File: config.mk
export PLATFORM = sky130hd
export DESIGN_NAME = ssd_scan_decoder
export DESIGN_NICKNAME = d
export VERILOG_FILES = /design/src/rtl/ssd_pkg.sv /design/src/rtl/ssd_seg_decode.sv /design/src/rtl/ssd_scan_decoder.sv
export SDC_FILE = /design/constraint.sdc
export NUM_CORES = 1
export LEC_CHECK = 0
export ABC_AREA = 1
export CORE_UTILIZATION = 35
export CTS_BUF_LIST = sky130_fd_sc_hd__clkbuf_2 sky130_fd_sc_hd__clkbuf_4 sky130_fd_sc_hd__clkbuf_8
export DETAILED_ROUTE_END_ITERATION = 8
export SLEW_MARGIN = 20
export SYNTH_ARGS = -nofsm -noshare
export SYNTH_HDL_FRONTEND = slang
export SYNTH_SLANG_ARGS = --single-unit
export TNS_END_PERCENT = 50
File: constraint.sdc
create_clock -name clk -period 2.1 [get_ports clk]
set_input_delay 0.63 -clock clk [delete_from_list [all_inputs] [get_ports clk]]
set_output_delay 0.63 -clock clk [all_outputs]
set_load 0.1 [all_outputs]
File: src/rtl/ssd_pkg.sv
// Shared definitions for the seven-segment scan decoder: active-low glyph
// patterns (bit6=G .. bit0=A), special code values and the frame FSM states.
package ssd_pkg;

  localparam logic [6:0] SEG_0     = 7'b1000000;
  localparam logic [6:0] SEG_1     = 7'b1111001;
  localparam logic [6:0] SEG_2     = 7'b0100100;
  localparam logic [6:0] SEG_3     = 7'b0110000;
  localparam logic [6:0] SEG_4     = 7'b0011001;
  localparam logic [6:0] SEG_5     = 7'b0010010;
  localparam logic [6:0] SEG_6     = 7'b0000010;
  localparam logic [6:0] SEG_7     = 7'b1111000;
  localparam logic [6:0] SEG_8     = 7'b0000000;
  localparam logic [6:0] SEG_9     = 7'b0010000;
  localparam logic [6:0] SEG_BLANK = 7'b1111111;

  localparam logic [3:0] CODE_BLANK = 4'hF;
  localparam logic [3:0] CODE_ERR   = 4'hE;

  // Frame FSM: COLLECT while the working mask fills, PRESENT while a frame
  // is offered on the output side.
  typedef logic [0:0] state_t;
  localparam state_t COLLECT = 1'b0;
  localparam state_t PRESENT = 1'b1;

endpackage

File: src/rtl/ssd_seg_decode.sv
// Combinational glyph decoder: active-low 7-segment pattern to a 4-bit code.
// Blank yields CODE_BLANK without error; any unknown pattern yields CODE_ERR
// with err set.
module ssd_seg_decode
  import ssd_pkg::*;
(
  input  logic [6:0] seg,
  output logic       err,
  output logic [3:0] code
);

  // Look up the glyph; unrecognised patterns fall through to the error code.
  always_comb begin
    // NOTE: every output gets a default before the case so no path leaves
    // it unassigned, which would otherwise infer a latch.
    err  = 1'b0;
    code = CODE_ERR;
    case (seg)
      SEG_0:     code = 4'd0;
      SEG_1:     code = 4'd1;
      SEG_2:     code = 4'd2;
      SEG_3:     code = 4'd3;
      SEG_4:     code = 4'd4;
      SEG_5:     code = 4'd5;
      SEG_6:     code = 4'd6;
      SEG_7:     code = 4'd7;
      SEG_8:     code = 4'd8;
      SEG_9:     code = 4'd9;
      SEG_BLANK: code = CODE_BLANK;
      default:   err  = 1'b1;
    endcase
  end

endmodule

File: src/rtl/ssd_scan_decoder.sv
// Scan decoder for a multiplexed, active-low seven-segment bus. Samples the
// anode/segment pins, captures each digit once its pattern has been stable
// for STABLE_CYCLES cycles, and hands out one complete frame per valid/ready
// transfer. A frame completing while the previous one is still unaccepted is
// dropped and flagged on the sticky overflow output.
// Optional macro SSD_DP_EN adds a decimal-point input (dp) and per-digit
// decimal-point output (dp_out) carried alongside the frame.
module ssd_scan_decoder
  import ssd_pkg::*;
#(
  parameter int NUM_DIGITS    = 4,
  parameter int STABLE_CYCLES = 4
) (
  input  logic                    clk,
  input  logic                    rst_n,
  input  logic [NUM_DIGITS-1:0]   an,
  input  logic [6:0]              seg,
`ifdef SSD_DP_EN
  input  logic                    dp,
  output logic [NUM_DIGITS-1:0]   dp_out,
`endif
  output logic [4*NUM_DIGITS-1:0] digits,
  output logic [NUM_DIGITS-1:0]   digit_err,
  output logic                    out_valid,
  input  logic                    out_ready,
  output logic                    overflow
);

  localparam int CW = $clog2(STABLE_CYCLES + 1);
  localparam logic [CW-1:0] RUN_ONE  = CW'(1);
  localparam logic [CW-1:0] RUN_ARM  = CW'(STABLE_CYCLES - 1);
  localparam logic [CW-1:0] RUN_FULL = CW'(STABLE_CYCLES);
  localparam logic [NUM_DIGITS-1:0] ONE_D = NUM_DIGITS'(1);

`ifdef SSD_DP_EN
  localparam int SW = NUM_DIGITS + 8;
`else
  localparam int SW = NUM_DIGITS + 7;
`endif

  logic [NUM_DIGITS-1:0]   s_an;
  logic [6:0]              s_seg;
  logic [SW-1:0]           cur_smp;
  logic [SW-1:0]           prev_smp;
  logic [CW-1:0]           run_cnt;

  logic [NUM_DIGITS-1:0]   low;
  logic                    one_low;
  logic                    run_hit;
  logic [NUM_DIGITS-1:0]   cap_bits;

  logic                    dec_err;
  logic [3:0]              dec_code;

  logic [4*NUM_DIGITS-1:0] work_code;
  logic [NUM_DIGITS-1:0]   work_err;
  logic [NUM_DIGITS-1:0]   mask;
  logic                    mask_full;
  state_t                  state;
  logic                    load;

`ifdef SSD_DP_EN
  logic                    s_dp;
  logic [NUM_DIGITS-1:0]   work_dp;
  assign cur_smp = {s_an, s_seg, s_dp};
`else
  assign cur_smp = {s_an, s_seg};
`endif

  // Register the pins once and track how long the sampled value has held.
  always_ff @(posedge clk) begin
    if (!rst_n) begin
      s_an     <= '1;
      s_seg    <= '1;
      prev_smp <= '1;
      run_cnt  <= '0;
`ifdef SSD_DP_EN
      s_dp     <= 1'b1;
`endif
    end else begin
      // NOTE: state registers use non-blocking assignments so every flop
      // samples pre-edge values regardless of statement order.
      s_an     <= an;
      s_seg    <= seg;
      prev_smp <= cur_smp;
`ifdef SSD_DP_EN
      s_dp     <= dp;
`endif
      if (cur_smp != prev_smp) begin
        run_cnt <= RUN_ONE;
      end else if (run_cnt != RUN_FULL) begin
        run_cnt <= run_cnt + RUN_ONE;
      end
    end
  end

  ssd_seg_decode u_dec (
    .seg  (s_seg),
    .err  (dec_err),
    .code (dec_code)
  );

  // Capture fires once per stable run, and only with exactly one anode low.
  assign low       = ~s_an;
  assign one_low   = (low != '0) && ((low & (low - ONE_D)) == '0);
  assign run_hit   = (cur_smp == prev_smp) && (run_cnt == RUN_ARM);
  assign cap_bits  = (run_hit && one_low) ? low : '0;
  assign mask_full = &mask;

  // A completed frame is handed over unless the previous one is still held.
  assign load = mask_full && ((state == COLLECT) || out_ready);

  // Working slots: latest capture for each digit position wins.
  always_ff @(posedge clk) begin
    // NOTE: the slot storage has no reset; the mask decides which slots are
    // meaningful, and a frame is only presented once every slot was written.
    for (int i = 0; i < NUM_DIGITS; i++) begin
      if (cap_bits[i]) begin
        work_code[4*i +: 4] <= dec_code;
        work_err[i]         <= dec_err;
`ifdef SSD_DP_EN
        work_dp[i]          <= ~s_dp;
`endif
      end
    end
  end

  // Frame FSM, capture mask and sticky overflow.
  always_ff @(posedge clk) begin
    if (!rst_n) begin
      state    <= COLLECT;
      mask     <= '0;
      overflow <= 1'b0;
    end else begin
      mask <= mask_full ? cap_bits : (mask | cap_bits);
      case (state)
        COLLECT: if (mask_full) state <= PRESENT;
        PRESENT: begin
          if (out_ready) begin
            if (!mask_full) state <= COLLECT;
          end else if (mask_full) begin
            overflow <= 1'b1;
          end
        end
        default: state <= COLLECT;
      endcase
    end
  end

  // Output registers: frozen except when a completed frame is loaded.
  always_ff @(posedge clk) begin
    if (!rst_n) begin
      digits    <= '0;
      digit_err <= '0;
`ifdef SSD_DP_EN
      dp_out    <= '0;
`endif
    end else if (load) begin
      digits    <= work_code;
      digit_err <= work_err;
`ifdef SSD_DP_EN
      dp_out    <= work_dp;
`endif
    end
  end

  assign out_valid = (state == PRESENT);

endmodule

==> summary.md <==
Of all nets on the critical path, the largest fanout is 5. Summed over all layers, the routed wires come to 4520 um. Subtracting the final worst setup slack from the clock period gives 1700 ps. For the pin with the worst max-slew slack, the measured transition is 563 ps. The sum of buffers and inverters on the critical path was 1.

In this design, the stage delay of the slowest critical-path cell is 380 ps. Most frequent cell on the critical path: ha_1. The number of max-slew violations in the final report is 0. Counting the buffers created by CTS gives 9. The final-report setup violation count was 0; the first-pass iteration count of the detailed router was 4.

For this run, the number of Yosys warnings is 0. The run gives 71 as the number of clock sinks. Hold is met by 472 ps.

CTS placed an instance of clkbuf_8 at the clock tree root. Count of unique library cells instantiated by Yosys: 23. Summed over all nets, wire length on met3 after detailed routing comes to 174 um. The pin count of the biggest net entering global routing is 21.

Leaving out filler cells and counting taps, the final layout contains 449. For the final standard cell area without fillers, the log shows 3580 um^2. The logs give 0 for the number of buffers inserted for hold repair after clock tree synthesis and 0.604 for the portion of the post-synthesis area used by sequential elements.

The longest clock path from root to sink contains 2 buffers. Number of nets with antenna violations after detailed routing: 0. The ratio of routed vias to standard cells is 4.43. The die area was 8030 um^2; the number of global-route vias before repair was 1790. The clock group share of total power came out at 0.421. The total of buffers placed on input and output ports came out at 35. For this design the total switching power over the nets is 548 uW. The clock tree synthesis step divided the H-tree into 3 levels. Summed over all failing endpoints, the final setup total negative slack is 0 ps. The run gives 0.00166 uW as the reported leakage power.

The detailed router used layers up to and including met4. The first global-routing pass estimated 7650 um of wire. Among all stages on the critical path, the largest delay is contributed by dfxtp_1.

0 antenna diodes ended up in the layout. Global routing finished with a remaining overflow of 0. After clock tree synthesis, the setup repair step added 0 buffers.

The register bit count reported by yosys is 71, and the worst clock skew on the final layout is 5.38 ps. The tools report the count of fill cells added during filler insertion as 695. For the power share of the sequential group, the log shows 0.531. The register clock-pin slew on the reported worst setup and hold paths works out to 70 ps. From synthesis to final layout, the design area changed by 33.3%. The tools report the nature of the critical path startpoint as a register. After synthesis the cells add up to 2690 um^2.

The logs give 0.129 for the total global routing track utilization and 419 uV for the highest ir drop seen on vdd. The tools report the tightest slew margin relative to the limit as 0.624. Synthesis handed over a netlist of 304 instances. The tools report the combinational share of power as 0.048. Synthesis produced a netlist with a net count of 321. Derived from the worst setup path, the maximum achievable clock frequency is 590 MHz. After detailed routing, the average wire length per cell comes to 10.1 um.

Setup repair after global routing left no endpoint under its margin. For the post-layout net count, the log shows 362. The wire length the detailed router placed on met1 came out at 2150 um. The total area inside the core boundary comes to 7330 um^2. The number of antenna violations at the first check in global routing is 0, and the post-route clock period utilization is 0.807. The routed layout has 1987 vias.

Pin placement for this block handled 36 I/O pins. The tools report the internal portion of total power as 2170 uW. On the critical path the largest part of the delay comes from simple AND/OR/NAND/NOR gates. Power spread over the standard cell area amounts to 760 nW/um^2. The tools report the first-iteration detailed-routing DRC count as 70. The horizontal die dimension is 89.6 um. From bottom edge to top edge, the die measures 89.6 um.

The number of placed instances, taps included was 433; the placed cell area was 3370 um^2. The HPWL after detailed placement is 3230 um. The switching power share of the total came out at 0.201. For the remaining design rule violation count, the log shows 0. The average cell area after synthesis was 8.84 um^2. The congestion estimate from routability-driven global placement came to 0.905. The required time of the critical path is 2120 ps, and the proportion of layout cells with a drive suffix above 1 is 0.154. The total count of hold-check failures in the final report came out at 0. For the effective utilization at floorplan, the log shows 0.366. At the later pin of the worst-skew pair, clock insertion delay measures 330 ps.

The endpoint kind of the worst setup timing path was a register. At the worst endpoint, the arrival time is 1720 ps. The flow ran to the end, and the final reports show no timing, DRC or antenna violations. Walking the worst path, the cells encountered are ha_1 > ha_1 > o211ai_1 > nor2_1 > nand4_1 > inv_1. The post-cts resize count was 0; the row count was 31. The critical path in this run is classified as reg2reg. TritonCTS built the clock tree. The tools report the sum of met2 wire segment lengths after detailed routing as 2110 um. In this run the worst hold path is classified as reg2reg. Across the run, the number of max-cap violations was 0.
## synth_stat cells (all sizes together)
library cell  instances  share of area
xnor2                 6          0.020
a21oi                 8          0.015
or2                  11          0.026
o21ai                22          0.041
o211ai                1         0.0028
xor2                  1         0.0033
nor2                 59          0.086
nand4                 8          0.021
edfxtp               20           0.22
nor3                  5         0.0093
clkbuf                5         0.0070
dfxtp                51           0.38
nand3b                1         0.0028
inv                  34          0.048
nand3                 9          0.017
buf                   3         0.0051
ha                    3          0.014
nand2                57          0.080
## final cells by class
class,instances,area [um^2],area share
sequential,71,1620,0.453
multi-input combinational,191,905,0.253
timing repair buffer,38,593,0.166
clock buffer,11,139,0.0388
inverter,34,128,0.0356
tap,99,124,0.0346
clock inverter,5,72.6,0.0203
## worst paths after layout
path	from	end	slack, ps	depth (start not counted)
max	run_cnt[0]$_SDFFE_PN0P_	work_code[2]$_DFFE_PP_	400	6
min	work_code[7]$_DFFE_PP_	digits[7]$_SDFFE_PN0P_	470	2
max reg2reg	run_cnt[0]$_SDFFE_PN0P_	work_code[2]$_DFFE_PP_	400	6
min reg2reg	work_code[7]$_DFFE_PP_	digits[7]$_SDFFE_PN0P_	470	2
## power by group through the flow
stage	logic (uW)	clock network (uW)	registers [uW]
after floorplan	85.7	0	1470
after detailed placement	132	0	1480
after global placement	130	0	1480
after CTS	132	1180	1450
after global routing	148	1250	1450
final	130	1150	1450
## registers in the layout (all words and copies together) (netlist names)
name       cells
prev_smp      11
work_err       4
work_code     16
run_cnt        3
s_an           4
overflow       1
digits        16
s_seg          7
mask           4
out_valid      1
digit_err      4
## cells by family after synthesis
logic type               share of synthesized area
buffers and inverters                       0.0596
AO/OA/AOI/OAI                               0.0587
flip-flops                                   0.604
AND/OR/NAND/NOR                              0.241
adder cells (fa/ha/maj)                     0.0140
XOR/XNOR                                    0.0228
## layer usage
metal  global-route usage  up-vias
met5                    0        -
met4               0.0895        0
met3               0.0329        7
met2                0.202       44
met1                0.155      883
li1                     -     1053
## through the flow
stage | power [uW] | setup slack (ps) | utilization
CTS | 2760 | 387 | 0.489
floorplan | 1560 | 347 | -
global route | 2850 | 272 | 0.489
global placement | 1610 | 125 | 0.460
detailed placement | 1610 | 89.7 | 0.460
finish | 2720 | 404 | 0.489
## placed cells by master, fill, tap and decap left out
| cell type | Yosys | layout |
|---|---|---|
| buf_4 | 0 | 3 |
| dfxtp_1 | 51 | 51 |
| bufinv_16 | 0 | 2 |
| buf_12 | 0 | 22 |
| nor2_1 | 57 | 57 |
| nor2_4 | 1 | 1 |
| clkbuf_4 | 0 | 2 |
| a21oi_1 | 8 | 8 |
| nor3_1 | 5 | 5 |
| inv_2 | 1 | 1 |
| ha_1 | 3 | 3 |
| nand3_1 | 9 | 9 |
| clkdlybuf4s50_1 | 0 | 13 |
| clkinv_2 | 0 | 1 |
| edfxtp_1 | 20 | 20 |
| nand4_2 | 1 | 1 |
| o211ai_1 | 1 | 1 |
| nand3b_1 | 1 | 1 |
| clkinv_1 | 0 | 2 |
| o21ai_0 | 22 | 22 |
| or2_2 | 11 | 11 |
| xnor2_1 | 6 | 6 |
| nand2_1 | 57 | 57 |
| nand4_1 | 7 | 7 |
| xor2_1 | 1 | 1 |
| clkbuf_8 | 0 | 9 |
| nor2_2 | 1 | 1 |
| inv_1 | 33 | 33 |
## worst min-delay path: stages, from the launching register on
cell and delay, ps:
edfxtp_1 320, nor2_1 40, nor2_1 80
Note: power is estimated with default switching activity, not from simulation.
